## src/rtl/joy_db15_tx.sv

```systemverilog
// joy_db15_tx: adapter-side DB15 joystick shift chain (parallel-in/serial-out, 32-bit frame); optional JOYTX_SYNC_EN.
// Latency: JOY_CLK pin edge to JOY_DATA is 1 clk (3 clk with JOYTX_SYNC_EN synchronizers).
// Backpressure: none; the receiver's JOY_CLK/JOY_LOAD pace the transfer and every edge is honoured.
module joy_db15_tx #(
  parameter int DATA_INVERT = 1
) (
  input  logic        clk,
  input  logic        reset,
  input  logic [15:0] joystick1,
  input  logic [15:0] joystick2,
  input  logic        JOY_CLK,
  input  logic        JOY_LOAD,
  output logic        JOY_DATA,
  output logic        busy,
  output logic        frame_done,
  output logic [5:0]  bit_cnt
);

  typedef enum logic [1:0] {IDLE, LOAD, SHIFT, DRAIN} state_t;

  state_t      state, state_nxt;
  logic [31:0] shreg, shreg_nxt;
  logic [31:0] frame;
  logic [5:0]  cnt_nxt;
  logic        done_nxt;
  logic        jclk, jload, jclk_prev, clk_rise;

`ifdef JOYTX_SYNC_EN
  logic [1:0] clk_sync, load_sync;

  // Released-level reset value keeps the first sampled edge after reset from looking like a load or shift.
  always_ff @(posedge clk or posedge reset) begin
    if (reset) begin
      clk_sync  <= 2'b11;
      load_sync <= 2'b11;
    end else begin
      clk_sync  <= {clk_sync[0], JOY_CLK};
      load_sync <= {load_sync[0], JOY_LOAD};
    end
  end

  assign jclk  = clk_sync[1];
  assign jload = load_sync[1];
`else
  assign jclk  = JOY_CLK;
  assign jload = JOY_LOAD;
`endif

  assign frame    = (DATA_INVERT != 0) ? ~{joystick2, joystick1} : {joystick2, joystick1};
  assign clk_rise = jclk & ~jclk_prev;
  assign JOY_DATA = shreg[0];
  assign busy     = (state == SHIFT);

  always_ff @(posedge clk or posedge reset) begin
    if (reset) begin
      state      <= IDLE;
      shreg      <= '1;
      bit_cnt    <= 6'd0;
      frame_done <= 1'b0;
      jclk_prev  <= 1'b1;
    end else begin
      state      <= state_nxt;
      shreg      <= shreg_nxt;
      bit_cnt    <= cnt_nxt;
      frame_done <= done_nxt;
      jclk_prev  <= jclk;
    end
  end

  always_comb begin
    state_nxt = state;
    shreg_nxt = shreg;
    cnt_nxt   = bit_cnt;
    done_nxt  = 1'b0;
    // A low load strobe overrides everything, including a coincident clock edge.
    if (!jload) begin
      state_nxt = LOAD;
      shreg_nxt = frame;
      cnt_nxt   = 6'd0;
    end else begin
      case (state)
        IDLE: begin
          if (clk_rise) shreg_nxt = {1'b1, shreg[31:1]};
        end
        LOAD: begin
          state_nxt = SHIFT;
        end
        SHIFT: begin
          if (clk_rise) begin
            shreg_nxt = {1'b1, shreg[31:1]};
            cnt_nxt   = bit_cnt + 6'd1;
            if (bit_cnt == 6'd31) begin
              state_nxt = DRAIN;
              done_nxt  = 1'b1;
            end
          end
        end
        DRAIN: begin
          if (clk_rise) shreg_nxt = {1'b1, shreg[31:1]};
        end
        default: state_nxt = IDLE;
      endcase
    end
  end

endmodule

```

## config.mk

```make
export PLATFORM = sky130hd
export DESIGN_NAME = joy_db15_tx
export DESIGN_NICKNAME = d
export VERILOG_FILES = /design/src/rtl/joy_db15_tx.sv
export SDC_FILE = /design/constraint.sdc
export NUM_CORES = 1
export LEC_CHECK = 0
export CAP_MARGIN = 25
export CORE_UTILIZATION = 44
export CTS_CLUSTER_SIZE = 10
export DETAILED_ROUTE_END_ITERATION = 6
export PLACE_DENSITY = 0.71
export RECOVER_POWER = 100
export SYNTH_ARGS = -nofsm -noshare
export SYNTH_HDL_FRONTEND = slang
export SYNTH_SLANG_ARGS = --single-unit
```

## constraint.sdc

```tcl
create_clock -name clk -period 1.8 [get_ports clk]
set_input_delay 0.36 -clock clk [delete_from_list [all_inputs] [get_ports clk]]
set_output_delay 0.36 -clock clk [all_outputs]
set_load 0.01 [all_outputs]
```

Word-level counts from Yosys, hierarchy flattened. Cells that the tools add are included.

Register bits: 42. Bits of input ports: 36. Output and inout port bits: 9.

Add/subtract/negate cells: 1. Equality and inequality tests: 10. Multiplexer cells: 14. Bitwise operators: 3. Reduce and logical (&&, ||, !) cells: 5.

Operators with widths (count): 32-bit two-way mux (3); 32-bit inverter (1); 6-bit two-way mux (3); 6-bit by 1-bit adder with 6-bit output (second input constant) (1); 6-bit by 5-bit == test with 1-bit output (second input constant) (1); 2-bit two-way mux (3); 3-bit by 2-bit inequality test with 1-bit output (second input constant) (2); 2-bit == test (second input constant) (2); 1-bit two-way mux (4); 2-bit by 1-bit inequality test with 1-bit output (second input constant) (2); 2-bit one-hot mux with 2 select lines (1); 2-bit AND reduction (2); 3-bit by 1-bit inequality test with 1-bit output (second input constant) (1); 3-bit AND reduction (1); 3-bit OR reduction (1); 2-bit by 1-bit == test with 1-bit output (second input constant) (1); 2-bit logical NOT (1); 2-bit inequality test (second input constant) (1); 1-bit bitwise AND (1); 1-bit inverter (1).

Longest topological paths before layout. Gate-level depths: netlist of run 1.

Word-level depth: 5. Gate-level depth with buffers: 5. Depth with buffers taken out: 4.

Worst setup path after synthesis of run 1. OpenSTA, ideal clock, no wires.

Path type: flip-flop to flip-flop. From: register state[0]. To: register bit_cnt[5]. Setup time: 0.078 ns. Arrival time: 1.263 ns. Data required time: 1.722 ns. Path slack: 0.459 ns. Cell stages (with the launch flop): 4. Buffers on the path: 0. Period minus slack after synthesis: 1.341 ns. Path through: dfrtp_1 -> nand4bb_4 -> or4_1 -> a21oi_1.

Longest elaborated chain between the ends: 3.

Ends and longest elaborated chain: from (decl) (RTL line 21) `state_t state, state_nxt;`; from (signal assigned) (RTL line 62) `state <= state_nxt;`; 2-bit == test (RTL line 81) `case (state)`; 2-bit by 1-bit inequality test with 1-bit output (no line); 2-bit AND reduction (no line); to (signal assigned) (RTL line 64) `bit_cnt <= cnt_nxt;`; to (decl) (RTL line 16) `output logic [5:0] bit_cnt`.

Every way passes these cells. A chain may end at the register's enable or synchronous reset.

Final worst setup path of run 1.
From: register shreg[0]. To: output JOY_DATA.

RTL lines: from (decl) (RTL line 22) `logic [31:0] shreg, shreg_nxt;`; from (signal assigned) (RTL line 63) `shreg <= shreg_nxt;`; to (decl) (RTL line 13) `output logic JOY_DATA,`.

No word-level cell between the ends.

==> flow_metrics.tcl, run 1 <==
set metrics [dict create \
    dp_worst_setup_slack_ns 0.01481 \
    cts_root_buf "clkbuf_8" \
    gp_congestion 0.8287 \
    critPathSlowestCell "dfstp_2" \
    critPathMaxFanout 2 \
    worstPathRequired_ns 1.44 \
    powerDensity_mw_per_mm2 775.9 \
    die_y_um 71.55 \
    fill_cells 402 \
    fin_crit_ns 1.719 \
    critical_path_class "flip-flop to output pin" \
    numClockSinks 42 \
    tns_ns 0 \
    ys_ff_latch 42 \
    cts.path.max_buffers 2 \
    post-route-util_pct 60.92 \
    max_freq_mhz 581.8 \
    hpwlAfterDp_um 3109 \
    layout_setup_ws_ns 0.08118 \
    grt_antenna_before_repair 0 \
    netlist_instances 225 \
    finalHoldViolCount 0 \
    synthesis.nets 262 \
    startpoint_type "flip-flop" \
    fin_hold_ws_ns 0.3776 \
    synth_area_mm2 0.002128 \
    multi_input_area_um2 944.7 \
    tritoncts "done" \
    postCtsHoldBufs 0 \
    cp_num_buf_inv 1 \
    ioPinCount 45 \
    cpLargestDelayFamily "flip-flops" \
    cts_buffers 5 \
    core_area_mm2 0.004504 \
    rsz0062_at_grt "false" \
    die_area_mm2 0.005119 \
    drc 0 \
    slew_headroom_pct 51.74 \
    postCtsSetupBuffers 0 \
    hp-class "primary input to flip-flop" \
    wl_per_cell_um 15.14 \
    clk_latency_ns 0.30 \
    slew_viol_final 0 \
    clock_skew_ns 0.005326 \
    drt_wl_total_um 4875 \
    max_stage_delay_ns 0.53 \
    finalCritPeriodShare_pct 95.49 \
    ir_drop_uv 382.1 \
    yosysSeqAreaShare_pct 51.32 \
    path_cells "clkdlybuf4s50_1" \
    clkTransAtPathRegs_ns 0.08 \
    nets 306 \
    drive_gt1_share_pct 19.63 \
    grt.overflow.total 0 \
    outcome "finished clean" \
    p_leak_nw 1.030 \
    num_vias 1800 \
    drt.antenna.violating_nets 0 \
    p_total_w 0.002129 \
    finalSetupViolCount 0 \
    tightest_slew_ns 0.7239 \
    via_per_inst 5.590 \
    arrival_ns 1.36 \
    dieWidth_um 71.55 \
    start_util_pct 47.25 \
    diodes 0 \
    syn_to_final_growth_pct 28.92 \
    grt_max_degree 33 \
    cp-end-kind "output pin" \
    max-cap-violations 0 \
    detail_route.iter0.violations 126 \
    htree_levels 2 \
    synth_cell_type_count 26 \
    seqCellArea_mm2 0.001092 \
    grt_pass1_vias 1717 \
    grt_pass1_wl_um 8266 \
    dr.pass1.iters 4 \
    yosys_warnings 0 \
    avgSynthCellArea_um2 9.459 \
    track_usage_pct 20.64 \
    final_cell_mix "33 x o21ai_0, 33 x nand3_1, 33 x clkdlybuf4s50_1, 33 x dfstp_2, 32 x nor2b_1" \
    place.port_buffers 44 \
    num_rows 24 \
]
==> area by class of cell <==
| type | count | area share, % |
|---|---|---|
| tap | 52 | 2.371 |
| timing repair buffer | 57 | 19.65 |
| sequential | 42 | 39.81 |
| multi-input combinational | 160 | 34.43 |
| inverter | 3 | 0.4104 |
| clock buffer | 7 | 3.146 |
| clock inverter | 1 | 0.1824 |
==> through the flow <==
stage / area, µm² / std cells
global placement: 2671 / 314
CTS: 2763 / 322
floorplan: 2128 / 225
finish: 2744 / 322
global route: 2744 / 322
detailed placement: 2671 / 314
==> cell usage after synthesis <==
cell / n / share of area [%]
buf_2: 6 / 1.4
dfrtp_1: 9 / 11
nor2b_1: 33 / 9.7
dfstp_2: 33 / 41
a31oi_1: 31 / 9.1
nand2_1: 5 / 0.88
inv_1: 3 / 0.53
nor4_1: 1 / 0.29
mux2i_1: 2 / 0.94
xnor2_1: 1 / 0.41
nand4bb_4: 1 / 1.3
nand4_1: 1 / 0.29
nand3_1: 33 / 7.8
clkbuf_1: 13 / 2.3
nor2_1: 3 / 0.53
buf_1: 1 / 0.18
and2b_1: 1 / 0.35
a21oi_1: 5 / 1.2
o311ai_0: 1 / 0.41
o31ai_1: 1 / 0.35
or3_1: 2 / 0.59
nand2b_1: 3 / 0.88
and4bb_2: 1 / 0.59
o21ai_0: 33 / 7.8
ha_1: 1 / 0.59
or4_1: 1 / 0.35
==> final timing paths <==
check	startpoint	endpoint	slack [ns]	depth (start not counted)
min in group asynchronous	reset	bit_cnt[4]$_DFFE_PP0P_	0.71	3
worst min register to register	shreg[4]$_DFFE_PP1P_	shreg[3]$_DFFE_PP1P_	0.50	2
max in group asynchronous	reset	shreg[4]$_DFFE_PP1P_	0.61	3
worst max register to register	state[1]$_DFFE_PP0P_	shreg[22]$_DFFE_PP1P_	0.30	5
worst max-delay path	shreg[0]$_DFFE_PP1P_	JOY_DATA	0.08	1
worst min-delay path	JOY_LOAD	shreg[13]$_DFFE_PP1P_	0.38	2
==> report_power, final <==
part	internal, W	total [W]	switching (W)
clock	0.000310	0.000632	0.000322
sequential	0.00108	0.00113	0.0000446
combinational	0.000179	0.000369	0.000190
total	0.00157	0.00213	0.000557
==> cells by family (layout without fill, tap and decap cells) <==
kind of cell	Yosys count	after routing	share of synthesized area, %
simple gates	85	85	23.52
compound gates	71	71	18.81
flops	42	42	51.32
buf+inv	23	68	4.409
mux	2	2	0.9407
fa+ha+maj	1	1	0.5878
xor+xnor	1	1	0.4116
==> metal layers <==
layer | track usage (%) | wire length [µm] | vias to the layer above
met5 | 0 | 0 | -
met4 | 6.318 | 59 | 0
met3 | 4.782 | 169 | 7
met2 | 31.01 | 2253 | 36
met1 | 29.88 | 2392 | 863
li1 | - | - | 894
==> state kept, by name, summed over array words and instances (netlist names) <==
name        count
state           2
shreg          32
bit_cnt         6
jclk_prev       1
frame_done      1
==> what timing repair did <==
| action | in CTS | in global routing |
|---|---|---|
| gates resized for setup | 2 | 0 |
| setup endpoints to repair | 1 | 0 |
| hold endpoints to repair | 0 | 0 |
Power figures use the tool's default switching activity.
==> run 2: changes to the inputs <==
--- a/config.mk
+++ b/config.mk
@@ -6,7 +6,10 @@
 export NUM_CORES = 1
 export LEC_CHECK = 0
 export CAP_MARGIN = 25
+export CORE_MARGIN = 4
 export CORE_UTILIZATION = 44
+export CTS_BUF_LIST = sky130_fd_sc_hd__clkbuf_8 sky130_fd_sc_hd__clkbuf_16
+export CTS_CLUSTER_DIAMETER = 50
 export CTS_CLUSTER_SIZE = 10
 export DETAILED_ROUTE_END_ITERATION = 6
 export PLACE_DENSITY = 0.71
==> run 2 against run 1 <==
Hold slack better by 0.11 ns. Sequential share of layout area down 0.48 points. Via count up 0.33%. Fmax up 0.55%. Critical path type unchanged.
==> flow_metrics.tcl, run 2 (synthesis gave the netlist of run 1 again) <==
set metrics [dict create \
    critPathSlowestCell "dfstp_2" \
    max-cap-violations 0 \
    cp-end-kind "output pin" \
    critical_path_class "flip-flop to output pin" \
    rsz0062_at_grt "false" \
    postCtsHoldBufs 0 \
    grt_pass1_wl_um 8148 \
    cts.path.max_buffers 2 \
    p_leak_nw 1.047 \
    grt_max_degree 43 \
    multi_input_area_um2 942.2 \
    fill_cells 430 \
    drt.antenna.violating_nets 0 \
    num_vias 1806 \
    max_freq_mhz 585.0 \
    wl_per_cell_um 14.73 \
    largest_registers "shreg x32, bit_cnt x6, state x2" \
    largest-register "shreg" \
    grt_pass1_vias 1715 \
    htree_levels 2 \
    startpoint_type "flip-flop" \
    worstPathRequired_ns 1.44 \
    cts_buffers 5 \
    dieWidth_um 77.55 \
    syn_to_final_growth_pct 30.51 \
    seqCellArea_mm2 0.001092 \
    tritoncts "done" \
    powerDensity_mw_per_mm2 800.9 \
    finalHoldViolCount 0 \
    outcome "finished clean" \
    ir_drop_uv 462.8 \
    finalCritPeriodShare_pct 94.97 \
    cts_root_buf "clkbuf_8" \
    arrival_ns 1.35 \
    grt_antenna_before_repair 0 \
    clk_latency_ns 0.29 \
    critPathMaxFanout 2 \
    start_util_pct 45.36 \
    tns_ns 0 \
    clock_skew_ns 0.005873 \
    gp_congestion 0.7524 \
    slew_viol_final 0 \
    placed_cell_area_mm2 0.002699 \
    fin_area_mm2 0.002778 \
    drt_wl_total_um 4774 \
    cp_num_buf_inv 1 \
    core_area_mm2 0.004692 \
    die_area_mm2 0.006014 \
    tightest_slew_ns 1.015 \
    track_usage_pct 16.60 \
    max_stage_delay_ns 0.53 \
    slew_headroom_pct 32.32 \
    ioPinCount 45 \
    finalSetupViolCount 0 \
    fin_crit_ns 1.709 \
    crit_cells 1 \
    dr.pass1.iters 4 \
    cpLargestDelayFamily "flip-flops" \
    hpwlAfterDp_um 3062 \
    via_per_inst 5.574 \
    path_cells "clkdlybuf4s50_1" \
    place.port_buffers 44 \
    die_y_um 77.55 \
    detail_route.iter0.violations 193 \
    worstRegToRegCells 3 \
    largest_reg_flops 32 \
    numClockSinks 42 \
    drive_gt1_share_pct 19.26 \
    drc 0 \
    hp-class "flip-flop to flip-flop" \
    num_rows 25 \
    nets 306 \
    final_cell_mix "34 x clkdlybuf4s50_1, 33 x o21ai_0, 33 x nor2b_1, 33 x nand3_1, 33 x dfstp_2" \
    diodes 0 \
    hold_depth 2 \
    grt.overflow.total 0 \
    clkTransAtPathRegs_ns 0.08 \
    layout_commonest_cell "clkdlybuf4s50_1" \
]
-- run 2: layout make-up --
cell class | count | share of cell area, %
tap | 54 | 2.432
multi-input combinational | 160 | 33.92
sequential | 42 | 39.32
clock buffer | 5 | 2.477
timing repair buffer | 57 | 20.09
clock inverter | 3 | 1.351
inverter | 3 | 0.4054
-- run 2: report_power, final --
| group | leakage [nW] | total [W] | internal, W | switching [W] |
|---|---|---|---|---|
| Combinational | 0.518 | 0.000371 | 0.000186 | 0.000184 |
| Sequential | 0.468 | 0.00113 | 0.00108 | 0.0000425 |
| Clock | 0.0607 | 0.000728 | 0.000404 | 0.000324 |
-- run 2: layer usage --
| metal | GRT usage [%] | part of all wire (%) |
|---|---|---|
| met4 | 4.982 | 1.1 |
| met1 | 23.02 | 47 |
| met3 | 4.176 | 4.4 |
| met2 | 25.65 | 48 |
| met5 | 0 | 0 |
-- run 2: worst paths after layout --
check,start,to,slack (ns)
setup reg to reg,state[0]$_DFFE_PP0P_,bit_cnt[5]$_DFFE_PP0P_,0.40
max in group asynchronous,reset,bit_cnt[0]$_DFFE_PP0P_,0.37
min in group asynchronous,reset,bit_cnt[4]$_DFFE_PP0P_,0.82
hold reg to reg,shreg[4]$_DFFE_PP1P_,shreg[3]$_DFFE_PP1P_,0.49
hold / removal,shreg[4]$_DFFE_PP1P_,shreg[3]$_DFFE_PP1P_,0.49
setup / recovery,shreg[0]$_DFFE_PP1P_,JOY_DATA,0.09
-- run 2: repair_timing --
| item | CTS | global route |
|---|---|---|
| setup buffers | 0 | 0 |
| setup endpoints to repair | 1 | 0 |
| gates resized for setup | 2 | 0 |
-- run 2: worst reg2reg max path: cells and delay by family (launching register included) --
kind               cells  cell delay [ns]
and+or+nand+nor        2             0.73
DFF                    1             0.45
AOI/OAI and AO/OA      1             0.15
-- run 2: stage by stage --
step           total power (W)  std cells  worst slack, ns  utilization, %  hold slack (ns)
6_report              0.002225        324          0.09061           59.20           0.4890
5_1_grt               0.002325        324          0.04430           59.20           0.5183
4_1_cts               0.002249        324          0.07678           59.79           0.4294
3_5_place_dp          0.001521        316          0.03866           57.52           0.4885
3_3_place_gp          0.001513        316          0.04409           57.52           0.4816
2_1_floorplan         0.001350        225           0.4589               -           0.3645
